### config.mk
export PLATFORM = sky130hd
export DESIGN_NAME = sra_unit
export DESIGN_NICKNAME = d
export VERILOG_FILES = /design/src/rtl/alu_pkg.sv /design/src/rtl/sra_stage.sv /design/src/rtl/sra_unit.sv
export SDC_FILE = /design/constraint.sdc
export NUM_CORES = 1
export LEC_CHECK = 0
export ABC_AREA = 1
export BUFFER_PORTS_ARGS = -buffer_cell sky130_fd_sc_hd__buf_2
export CAP_MARGIN = 10
export CORE_AREA = 2 2 143 89
export DETAILED_ROUTE_END_ITERATION = 8
export DIE_AREA = 0 0 145 91
export GPL_ROUTABILITY_DRIVEN = 0
export SLEW_MARGIN = 20
export SYNTH_ARGS = -nofsm -noshare
export SYNTH_HDL_FRONTEND = slang
export SYNTH_HIERARCHICAL = 1
export SYNTH_SLANG_ARGS = --single-unit
### constraint.sdc
create_clock -name clock -period 1.9 [get_ports clock]
set_clock_uncertainty 0.2 [all_clocks]
set_input_delay 0.285 -clock clock [delete_from_list [all_inputs] [get_ports clock]]
set_output_delay 0.285 -clock clock [all_outputs]
set_load 0.01 [all_outputs]
### src/rtl/alu_pkg.sv
`default_nettype none
// ============================================================================
// Module      : alu_pkg
// Description : Shared constants for the ALU datapath blocks. DATA_W is the
//               operand/result width, SHAMT_W the shift-amount width, and
//               SRA_STAGES the number of levels in the logarithmic shifter.
// Revision    : 1.0 - initial release
// ============================================================================
package alu_pkg;

  localparam int DATA_W     = 32;
  localparam int SHAMT_W    = 5;
  localparam int SRA_STAGES = 5;

  // Shift distance handled by shifter level 'idx' when levels are ordered
  // largest first (idx 0 -> 16, idx 4 -> 1).
  function automatic int stage_shift(input int idx);
    return 1 << (SRA_STAGES - 1 - idx);
  endfunction

endpackage : alu_pkg
`default_nettype wire

### src/rtl/sra_stage.sv
`default_nettype none
// ============================================================================
// Module      : sra_stage
// Description : One level of the arithmetic barrel shifter. When en is high
//               the word is shifted right by SHIFT and the vacated high bits
//               are filled with sign; otherwise the word passes through.
// Ports       : in   [DATA_W-1:0]  data from previous level
//               en                 apply this level's shift
//               sign               fill bit (original operand MSB)
//               out  [DATA_W-1:0]  data to next level
// Revision    : 1.0 - initial release
// ============================================================================
module sra_stage
  import alu_pkg::*;
#(
  parameter int SHIFT   = 1,
  parameter int STAGE_W = DATA_W
) (
  input  logic [STAGE_W-1:0] in,
  input  logic               en,
  input  logic               sign,
  output logic [STAGE_W-1:0] out
);

  logic [STAGE_W-1:0] shifted;

  assign shifted = {{SHIFT{sign}}, in[STAGE_W-1:SHIFT]};
  assign out     = en ? shifted : in;

endmodule : sra_stage
`default_nettype wire

### src/rtl/sra_unit.sv
`default_nettype none
// ============================================================================
// Module      : sra_unit
// Description : 32-bit arithmetic right shifter. A five-level logarithmic
//               barrel shifter (levels 16, 8, 4, 2, 1) produces a
//               zero-latency result for the ALU result mux, and a registered
//               copy is provided for pipelined consumers.
// Ports       : clock      rising-edge clock
//               reset      synchronous active-high, clears out_q/out_valid
//               in         signed operand
//               sh_amt     shift amount 0..31
//               in_valid   qualifies in/sh_amt for the registered path
//               out        combinational $signed(in) >>> sh_amt
//               out_q      registered result
//               out_valid  registered in_valid
// Revision    : 1.0 - initial release
// ============================================================================
module sra_unit #(
  parameter int DATA_W  = 32,
  parameter int SHAMT_W = 5
) (
  input  logic               clock,
  input  logic               reset,
  input  logic [DATA_W-1:0]  in,
  input  logic [SHAMT_W-1:0] sh_amt,
  input  logic               in_valid,
  output logic [DATA_W-1:0]  out,
  output logic [DATA_W-1:0]  out_q,
  output logic               out_valid
);

  import alu_pkg::SRA_STAGES;
  import alu_pkg::stage_shift;

  // stage_data[0] is the raw operand, stage_data[SRA_STAGES] the result.
  logic [DATA_W-1:0] stage_data [0:SRA_STAGES];
  logic              sign_bit;

  // Every level fills with the original MSB rather than the MSB of its own
  // input; both are equal for an arithmetic shift, but this keeps the sign
  // net off the level-to-level critical path.
  assign sign_bit      = in[DATA_W-1];
  assign stage_data[0] = in;

  // Fixed largest-first ordering keeps timing reports stable between runs.
  for (genvar g = 0; g < SRA_STAGES; g++) begin : g_stage
    localparam int SHIFT = stage_shift(g);
    localparam int SBIT  = SRA_STAGES - 1 - g;

    sra_stage #(
      .SHIFT   (SHIFT),
      .STAGE_W (DATA_W)
    ) u_stage (
      .in   (stage_data[g]),
      .en   (sh_amt[SBIT]),
      .sign (sign_bit),
      .out  (stage_data[g+1])
    );
  end : g_stage

  assign out = stage_data[SRA_STAGES];

  // Reset takes priority over a same-cycle in_valid, dropping that operation.
  // out_q keeps its last result when no new operation is presented.
  always_ff @(posedge clock) begin
    if (reset) begin
      out_q     <= '0;
      out_valid <= 1'b0;
    end else begin
      out_valid <= in_valid;
      if (in_valid) begin
        out_q <= out;
      end
    end
  end

endmodule : sra_unit
`default_nettype wire

==> metrics.md, run 1 <==
| Metric | Value |
|---|---|
| Outcome | `finished, violations left` |
| Failing checks | `setup timing` |
| Htree depth | `2` |
| Unrepaired setup endpoints after global routing | `yes` |
| Final hold viol count | `0` |
| GR Util met1 | `22.9%` |
| Area growth syn-to-layout | `43.7%` |
| Die area | `13,200 sq um` |
| Req. time, crit path | `1.41 ns` |
| Design area | `5030 sq um` |
| Kind of critical path | `in2out` |
| CP arrival | `1.47 ns` |
| Cells after synthesis | `696` |
| # clock sinks | `33` |
| Final worst slack | `-0.0539 ns` |
| Core box area | `11,800 sq um` |
| Delay-heaviest family, CP | `simple AND/OR/NAND/NOR gates` |
| Seq/Total Area, Yosys | `18.9%` |
| Period utilization | `103%` |
| Routed Antenna Nets | `0` |
| Final Max Slew Viols | `0` |
| FP Rows | `31` |
| Worst VDD drop | `0.367 mV` |
| Yosys warns | `6` |
| Synth area leader | `nand2_1` |
| Crit path largest cell delay | `0.17 ns` |
| Vias | `4,153` |
| Synth Cell Area | `3500 sq um` |
| Pwr dens | `613 nW/um^2` |
| Unique masters post-synth | `15` |
| Pleak | `2.91 nW` |
| CP endpoint kind | `output port` |
| Starting Density | `29.6%` |
| Grt peak-use layer | `met2` |
| Final-layout fill cell count | `1,347` |
| Final Util | `42.5%` |
| Synthesized area per cell | `5.03 sq um` |
| Largest net degree at the start of global routing | `66` |
| Diode count | `0` |
| Latest clock arrival within the worst-skew pair | `0.27 ns` |
| Max-Slew Margin vs Limit | `77.0%` |
| TritonRoute pass-1 iters | `4` |
| Non-Filler Instances | `967` |
| Clk slew on worst S/H paths | `0.05 ns` |
| Critical path startpoint category | `primary input` |
| Synthesized flop and latch total | `33` |
| Chip height | `91 um` |
| Worst-Margin Slew | `0.345 ns` |
| Die Wd | `145 um` |
| Tot Pwr | `3.08 mW` |
| Nets | `841` |
| Placement Cell Area | `4140 sq um` |
| Ranking of synthesized cells by area | `nand2_1, dfxtp_1, nor2_1` |
| Post-synth net total | `736` |
| Num ports | `105` |
| Number of global-route vias before repair | `3,685` |
| # setup viols final | `12` |
| Port Buf Inserts | `104` |
| Grt met3 use | `4.77%` |
| Number of vias per cell | `4.29` |
| Crit-path cells | `buf_16, buf_12, nand2_2, nand2_2, nand2_2, nand2_2, nand2_1, nand2_1, nand2_1, nand2_2, nand2_2, nand2_2, buf_6` |
| Dpl hpwl | `7910 um` |
| Crit path time final | `1.95 ns` |
| Hold Path Class | `reg2reg` |
| Max Cap Violations | `0` |
| Setup TNS | `-0.396 ns` |
| Crit-path max FO | `8` |
| GR Overflow Total | `0` |
| CP Buf/Inv Count | `3` |
| Starting DRT DRC Count | `175` |
| Clk root buf | `clkbuf_16` |
| First-pass GRT wire length | `17,500 um` |
| Share of the synthesized area in the top cell type | `51.9%` |
| Top achievable clock speed | `0.512 GHz` |
| Layout cell share with drive strength beyond 1 | `41.1%` |
| Total CTS buffers | `5` |
| Critical path's slowest cell | `buf_16` |
| Initial antenna violation count | `0` |
| M2 GR Usage | `24.2%` |
| Crit-path most repeated cell | `nand2_2` |
| CTS tree | `done` |
| DR DRC count | `0` |
| Placed instance count | `953` |
| CTS max path bufs | `2` |
| Drt total wl | `10,600 um` |
| WL/cell | `11.0 um` |
| Total global-route track usage | `15.8%` |
-- worst paths after layout --
path | start | endpoint | slack, ns | cells past startpoint
worst min register to register | out_q[17]$_SDFFE_PP0P_ | out_q[17]$_SDFFE_PP0P_ | 0.27 | 2
worst max-delay path | sh_amt[4] | out[8] | -0.05 | 13
worst min-delay path | out_q[17]$_SDFFE_PP0P_ | out_q[17]$_SDFFE_PP0P_ | 0.27 | 2
worst max register to register | out_q[9]$_SDFFE_PP0P_ | out_q[9]$_SDFFE_PP0P_ | 1.13 | 2
-- power by group --
group          total (mW)  leakage (nW)  switching, mW  internal (mW)
Combinational        1.36          2.56          0.782          0.578
Sequential          0.774         0.274         0.0272          0.747
Clock               0.947        0.0831          0.293          0.653
Total                3.08          2.91           1.10           1.98
-- synthesized netlist by cell type --
library cell  instances
buf_12                2
buf_2                11
buf_4                 7
buf_6                17
buf_8                 1
clkbuf_8              3
dfxtp_1              33
inv_1                35
inv_2                 1
inv_6                 1
inv_8                 2
nand2_1             484
nand2_2              33
nand2_4               1
nor2_1               65
-- flip-flops by register name, indices dropped and copies added (netlist names) --
register   count
out_valid      1
out_q         32
-- logic make-up (layout without fill, tap and decap cells) --
| group | Yosys count | after routing | synth area share, % |
|---|---|---|---|
| buf+inv | 80 | 185 | 16.0 |
| flops | 33 | 33 | 18.9 |
| simple gates | 583 | 584 | 65.1 |
-- cell usage in the layout (no fill, tap or decap), drive strengths merged --
cell type,netlist,layout
buf,38,136
bufinv,0,1
clkbuf,3,6
clkinv,0,1
clkinvlp,0,1
dfxtp,33,33
dlygate4sd3,0,1
inv,39,39
nand2,518,519
nor2,65,65
-- cell type report --
type                    count  area [sq um]  area share [%]
clock buffers               6           139            2.76
clock inverters             2          37.5           0.746
inverters                  39           178            3.53
multi-input cells         584          2710            53.8
flip-flops and latches     33           661            13.1
well taps                 165           206            4.10
repair buffers            137          1070            21.3
repair inverters            1          30.0           0.597
-- tightest hold or removal path, stage by stage, from the launching register on --
cell and delay, ns:
dfxtp_1 0.30, nor2_1 0.08, nor2_1 0.05
-- layer usage --
metal / vias to the layer above / share of wire, %
met3: 5 / 7.3
met1: 1821 / 52
met2: 96 / 41
li1: 2231 / -
met4: 0 / 0.25
met5: - / 0
-- timing repair --
item                       4_1_cts  5_1_grt
gates cloned                     2        1
pin swaps                       17       46
buffers inserted                 1        1
hold buffers                     1        0
hold endpoints to repair         1        0
setup endpoints to repair       32       32
gates resized for setup         61      137
-- stage by stage --
stage	hold slack, ns	worst slack [ns]
after floorplan	0.156	0.165
after global placement	0.257	-0.223
after detailed placement	0.261	-0.209
after CTS	0.266	-0.00305
after global routing	0.282	-0.138
final	0.266	-0.0539
No activity file was read; power rests on OpenSTA's default activity.
==> inputs of run 2 (changes only) <==
--- a/config.mk
+++ b/config.mk
@@ -12,7 +12,9 @@
 export DETAILED_ROUTE_END_ITERATION = 8
 export DIE_AREA = 0 0 145 91
 export GPL_ROUTABILITY_DRIVEN = 0
-export SLEW_MARGIN = 20
+export RECOVER_POWER = 100
+export SKIP_LAST_GASP = 1
+export SLEW_MARGIN = 30
 export SYNTH_ARGS = -nofsm -noshare
 export SYNTH_HDL_FRONTEND = slang
 export SYNTH_HIERARCHICAL = 1
==> metrics.md, run 2 (synthesis gave the netlist of run 1 again) <==
| Metric | Value |
|---|---|
| Outcome | `finished, violations left` |
| Failing checks | `setup timing` |
| Final Max Slew Viols | `0` |
| Worst VDD drop | `0.367 mV` |
| R2R Path Start | `out_q[9]$_SDFFE_PP0P_` |
| Initial antenna violation count | `0` |
| Pleak | `2.76 nW` |
| Crit path time final | `1.94 ns` |
| Number of vias per cell | `4.28` |
| Die Wd | `145 um` |
| Clk slew on worst S/H paths | `0.05 ns` |
| Period utilization | `102%` |
| Core box area | `11,800 sq um` |
| FP Rows | `31` |
| Pwr dens | `624 nW/um^2` |
| Max-Slew Margin vs Limit | `76.7%` |
| HP Start | `out_q[12]$_SDFFE_PP0P_` |
| Worst-Margin Slew | `0.349 ns` |
| Routed Antenna Nets | `0` |
| CP arrival | `1.45 ns` |
| First-pass GRT wire length | `17,600 um` |
| Top achievable clock speed | `0.517 GHz` |
| Starting DRT DRC Count | `203` |
| TritonRoute pass-1 iters | `5` |
| Design area | `4800 sq um` |
| Total CTS buffers | `5` |
| Setup TNS | `-0.126 ns` |
| # setup viols final | `8` |
| Hold Path Class | `reg2reg` |
| Largest net degree at the start of global routing | `66` |
| DR DRC count | `0` |
| R2R Setup Slk | `1.14 ns` |
| Placement Cell Area | `4140 sq um` |
| # clock sinks | `33` |
| CTS tree | `done` |
| Final-layout fill cell count | `1,405` |
| Worst Hold Endpoint | `out_q[12]$_SDFFE_PP0P_` |
| Top Registers | `out_q: 32 flops, out_valid: 1 flops` |
| Final hold viol count | `0` |
| Chip height | `91 um` |
| CP endpoint kind | `output port` |
| Non-Filler Instances | `968` |
| Crit-path max FO | `8` |
| Critical path startpoint category | `primary input` |
| R2r endpoint | `out_q[9]$_SDFFE_PP0P_` |
| Crit path launch | `sh_amt[4]` |
| Total global-route track usage | `15.8%` |
| Worst hold path cell count | `2` |
| Nets | `842` |
| Number of global-route vias before repair | `3,688` |
| Final worst slack | `-0.0357 ns` |
| CTS max path bufs | `2` |
| Diode count | `0` |
| Die area | `13,200 sq um` |
| Commonest non-fill, non-tap cell in the layout | `nand2_1` |
| Vias | `4,145` |
| Clk root buf | `clkbuf_16` |
| Port Buf Inserts | `104` |
| Latest clock arrival within the worst-skew pair | `0.27 ns` |
| Num ports | `105` |
| Kind of critical path | `in2out` |
| Area growth syn-to-layout | `37.2%` |
| GR Overflow Total | `0` |
| Placed instance count | `953` |
| Worst R2R Path Depth | `2` |
| Drt total wl | `10,500 um` |
| Htree depth | `2` |
| Max reg flops | `32` |
| Biggest register | `out_q` |
| Max Cap Violations | `0` |
| WL/cell | `10.9 um` |
| Req. time, crit path | `1.41 ns` |
| Dpl hpwl | `7910 um` |
| Starting Density | `29.6%` |
| Most frequent cells in the layout | `nand2_1, nand2_2, nor2_1` |
| Unrepaired setup endpoints after global routing | `yes` |
| Place WS | `-0.209 ns` |
| Layout cell share with drive strength beyond 1 | `32.0%` |
==> run 2: worst max-delay path by stage <==
stage               cells after the start       to  slack [ns]
CTS                                    13   out[4]      -0.005
global route                           13  out[25]       -0.12
detailed placement                     13   out[1]       -0.21
global placement                       13  out[20]       -0.22
floorplan                              13   out[1]        0.16
finish                                 13   out[6]       -0.04
==> run 2: metrics by stage <==
step / utilization [%] / hold WS (ns) / total power, mW
final: 40.6 / 0.269 / 3.00
after global placement: 35.0 / 0.257 / 1.88
after detailed placement: 35.0 / 0.261 / 1.88
after global routing: 40.6 / 0.284 / 3.21
after CTS: 38.5 / 0.266 / 2.94
after floorplan: - / 0.156 / 1.53
==> run 2: area by class of cell <==
type                    instances  area, sq um  share of cell area (%)
inverters                      39          183                    3.80
clock inverters                 2         37.5                   0.782
flip-flops and latches         33          661                    13.8
clock buffers                   6          139                    2.89
multi-input cells             584         2570                    53.6
repair inverters                2         28.8                   0.599
repair buffers                137          973                    20.3
well taps                     165          206                    4.30
==> run 2: power by group <==
group,switching (mW),internal [mW]
clock,0.294,0.653
combinational,0.751,0.521
sequential,0.0283,0.747
total,1.07,1.92
==> run 2: worst max-delay path, cell delays in order <==
cell     delay (ns)
buf_16         0.16
buf_12         0.14
nand2_1        0.06
nand2_2        0.08
nand2_1        0.06
nand2_1        0.08
nand2_1        0.06
nand2_2        0.10
nand2_1        0.08
nand2_2        0.09
nand2_1        0.06
nand2_2        0.09
buf_6          0.10
==> run 2: layer usage <==
layer / vias up / track usage [%] / part of all wire [%]
met5: - / 0 / 0
met4: 0 / 0.743 / 0.076
met3: 2 / 4.82 / 6.7
met2: 97 / 24.2 / 40
met1: 1812 / 22.9 / 53
li1: 2234 / - / -
==> run 2: repair_timing <==
| item | in CTS | in global routing |
|---|---|---|
| resized for setup | 57 | 87 |
| setup buffers | 1 | 1 |
| endpoints found under the setup margin | 32 | 32 |
| endpoints found under the hold margin | 1 | 0 |
| gates cloned | 2 | 2 |
| hold buffers | 1 | 0 |
| pin swaps | 17 | 30 |
==> inputs of run 3 (changes only) <==
--- a/config.mk
+++ b/config.mk
@@ -9,10 +9,12 @@
 export BUFFER_PORTS_ARGS = -buffer_cell sky130_fd_sc_hd__buf_2
 export CAP_MARGIN = 10
 export CORE_AREA = 2 2 143 89
+export CTS_CLUSTER_DIAMETER = 50
 export DETAILED_ROUTE_END_ITERATION = 8
 export DIE_AREA = 0 0 145 91
 export GPL_ROUTABILITY_DRIVEN = 0
 export RECOVER_POWER = 100
+export REMOVE_ABC_BUFFERS = 1
 export SKIP_LAST_GASP = 1
 export SLEW_MARGIN = 30
 export SYNTH_ARGS = -nofsm -noshare
==> metrics.md, run 3 (synthesis gave the netlist of run 1 again) <==
| Metric | Value |
|---|---|
| Commonest non-fill, non-tap cell in the layout | `nand2_1` |
| Final Max Slew Viols | `0` |
| Starting Density | `29.6%` |
| Layout cell share with drive strength beyond 1 | `37.3%` |
| FP Rows | `31` |
| CTS tree | `done` |
| Max reg flops | `32` |
| Diode count | `0` |
| Biggest register | `out_q` |
| # setup viols final | `0` |
| Critical path startpoint category | `primary input` |
| Crit path time final | `1.88 ns` |
| Number of global-route vias before repair | `3,538` |
| Net Sw Frac | `37.5%` |
| Pwr dens | `592 nW/um^2` |
| R2R Path Start | `out_q[7]$_SDFFE_PP0P_` |
| DR DRC count | `0` |
| Critical path's slowest cell | `buf_16` |
| DRT met1 WL | `5200 um` |
| HP Start | `in_valid` |
| Num ports | `105` |
| Die area | `13,200 sq um` |
| Routed Antenna Nets | `0` |
| Initial antenna violation count | `0` |
| Crit path largest cell delay | `0.14 ns` |
| Clk root buf | `clkbuf_16` |
| Latest clock arrival within the worst-skew pair | `0.28 ns` |
| Final Util | `42.5%` |
| Top Registers | `out_q: 32 flops, out_valid: 1 flops` |
| Total global-route track usage | `14.7%` |
| Clk slew on worst S/H paths | `0.05 ns` |
| Starting DRT DRC Count | `125` |
| Final hold viol count | `0` |
| GR Overflow Total | `0` |
| Logic pwr share | `45.1%` |
| Period utilization | `99.1%` |
| Number of vias per cell | `4.26` |
| Outcome | `finished, final reports clean` |
| Nets | `836` |
| Pleak | `2.78 nW` |
| Max Cap Violations | `0` |
| WL/cell | `10.8 um` |
| Drt total wl | `10,400 um` |
| Metal3 WL | `643 um` |
| Port Buf Inserts | `104` |
| Hold slack | `0.266 ns` |
| Worst-Margin Slew | `0.667 ns` |
| Htree depth | `2` |
| Max-Slew Margin vs Limit | `55.5%` |
| Total CTS buffers | `5` |
| Worst hold path cell count | `4` |
| R2R Setup Slk | `1.13 ns` |
| # clock sinks | `33` |
| Most frequent cells in the layout | `nand2_1, nand2_2, nor2_1` |
| Top sig layer | `met4` |
| First-pass GRT wire length | `16,400 um` |
| Crit-path most repeated cell | `nand2_2` |
| Clock power frac | `28.9%` |
| TritonRoute pass-1 iters | `4` |
| Internal | `1.86 mW` |
| CP endpoint kind | `output port` |
| CTS max path bufs | `2` |
| Crit-path cells | `buf_16, buf_6, nand2_1, nand2_2, nand2_1, nand2_2, nand2_2, nand2_4, nand2_1, nand2_2, nand2_2, nand2_2, buf_6` |
| Die Wd | `145 um` |
| Reg power frac | `26.0%` |
| Req. time, crit path | `1.41 ns` |
| Top achievable clock speed | `0.531 GHz` |
| Chip height | `91 um` |
| Worst R2R Path Depth | `2` |
| Largest net degree at the start of global routing | `66` |
| Net switching power | `1.11 mW` |
| Crit-path max FO | `5` |
| Area growth syn-to-layout | `43.7%` |
| Unrepaired setup endpoints after global routing | `yes` |
| R2r endpoint | `out_q[7]$_SDFFE_PP0P_` |
| Vias | `4,099` |
| CP arrival | `1.40 ns` |
| Worst VDD drop | `0.283 mV` |
| Kind of critical path | `in2out` |
| Met2 WL | `4450 um` |
| Core box area | `11,800 sq um` |
| Dpl hpwl | `7270 um` |
| Worst Hold Endpoint | `out_valid$_SDFF_PP0_` |
| Hold Path Class | `in2reg` |
==> run 3: worst max path at each step <==
stage / startpoint / to / slack (ns) / cells after the start
final: sh_amt[4] / out[7] / 0.02 / 13
after global placement: sh_amt[4] / out[23] / -0.23 / 13
after CTS: sh_amt[3] / out[23] / -0.006 / 11
after detailed placement: sh_amt[4] / out[23] / -0.23 / 13
after floorplan: sh_amt[2] / out_q[1]$_SDFFE_PP0P_ / 0.19 / 11
after global routing: sh_amt[4] / out[10] / -0.09 / 13
==> run 3: routing by layer <==
metal,up-vias,GRT usage (%)
met5,-,0
met4,0,1.90
met3,6,4.07
met2,96,23.8
met1,1774,20.0
li1,2223,-
==> run 3: timing repair <==
action	CTS	global route
hold buffers	1	0
cloned	2	6
gates resized for setup	47	164
endpoints found under the hold margin	1	0
setup buffers	1	0
setup endpoints to repair	32	32
pin swaps	6	77
==> run 3: per-stage QoR <==
step / setup WS [ns] / TNS (ns) / power, mW / area, sq um / std cells
floorplan: 0.186 / 0 / 1.41 / 3110 / 655
global placement: -0.231 / -7.60 / 1.83 / 4080 / 944
detailed placement: -0.230 / -8.10 / 1.84 / 4080 / 944
CTS: -0.00644 / -0.0149 / 2.77 / 4430 / 956
global route: -0.0932 / -1.84 / 3.20 / 5030 / 962
finish: 0.0165 / 0 / 2.98 / 5030 / 962
==> run 3: area by class of cell <==
cell class,instances,area [sq um]
Fill cell,1318,6800
Multi-Input combinational cell,584,2710
Clock inverter,1,5.00
Clock buffer,7,153
Timing Repair inverter,4,71.3
Tap cell,165,206
Inverter,39,183
Timing Repair Buffer,129,1040
Sequential cell,33,661
==> run 3: power groups by stage <==
stage / sequential [mW] / combinational [mW] / clock [mW]
final: 0.774 / 1.34 / 0.861
after global routing: 0.780 / 1.50 / 0.924
after CTS: 0.772 / 1.11 / 0.886
after detailed placement: 0.786 / 1.05 / 0
after global placement: 0.785 / 1.05 / 0
after floorplan: 0.813 / 0.593 / 0
==> run 3: worst max-delay path: cells and delay by family <==
kind / cells / cell delay (ns)
AND/OR/NAND/NOR: 10 / 0.76
buffers and inverters: 3 / 0.35
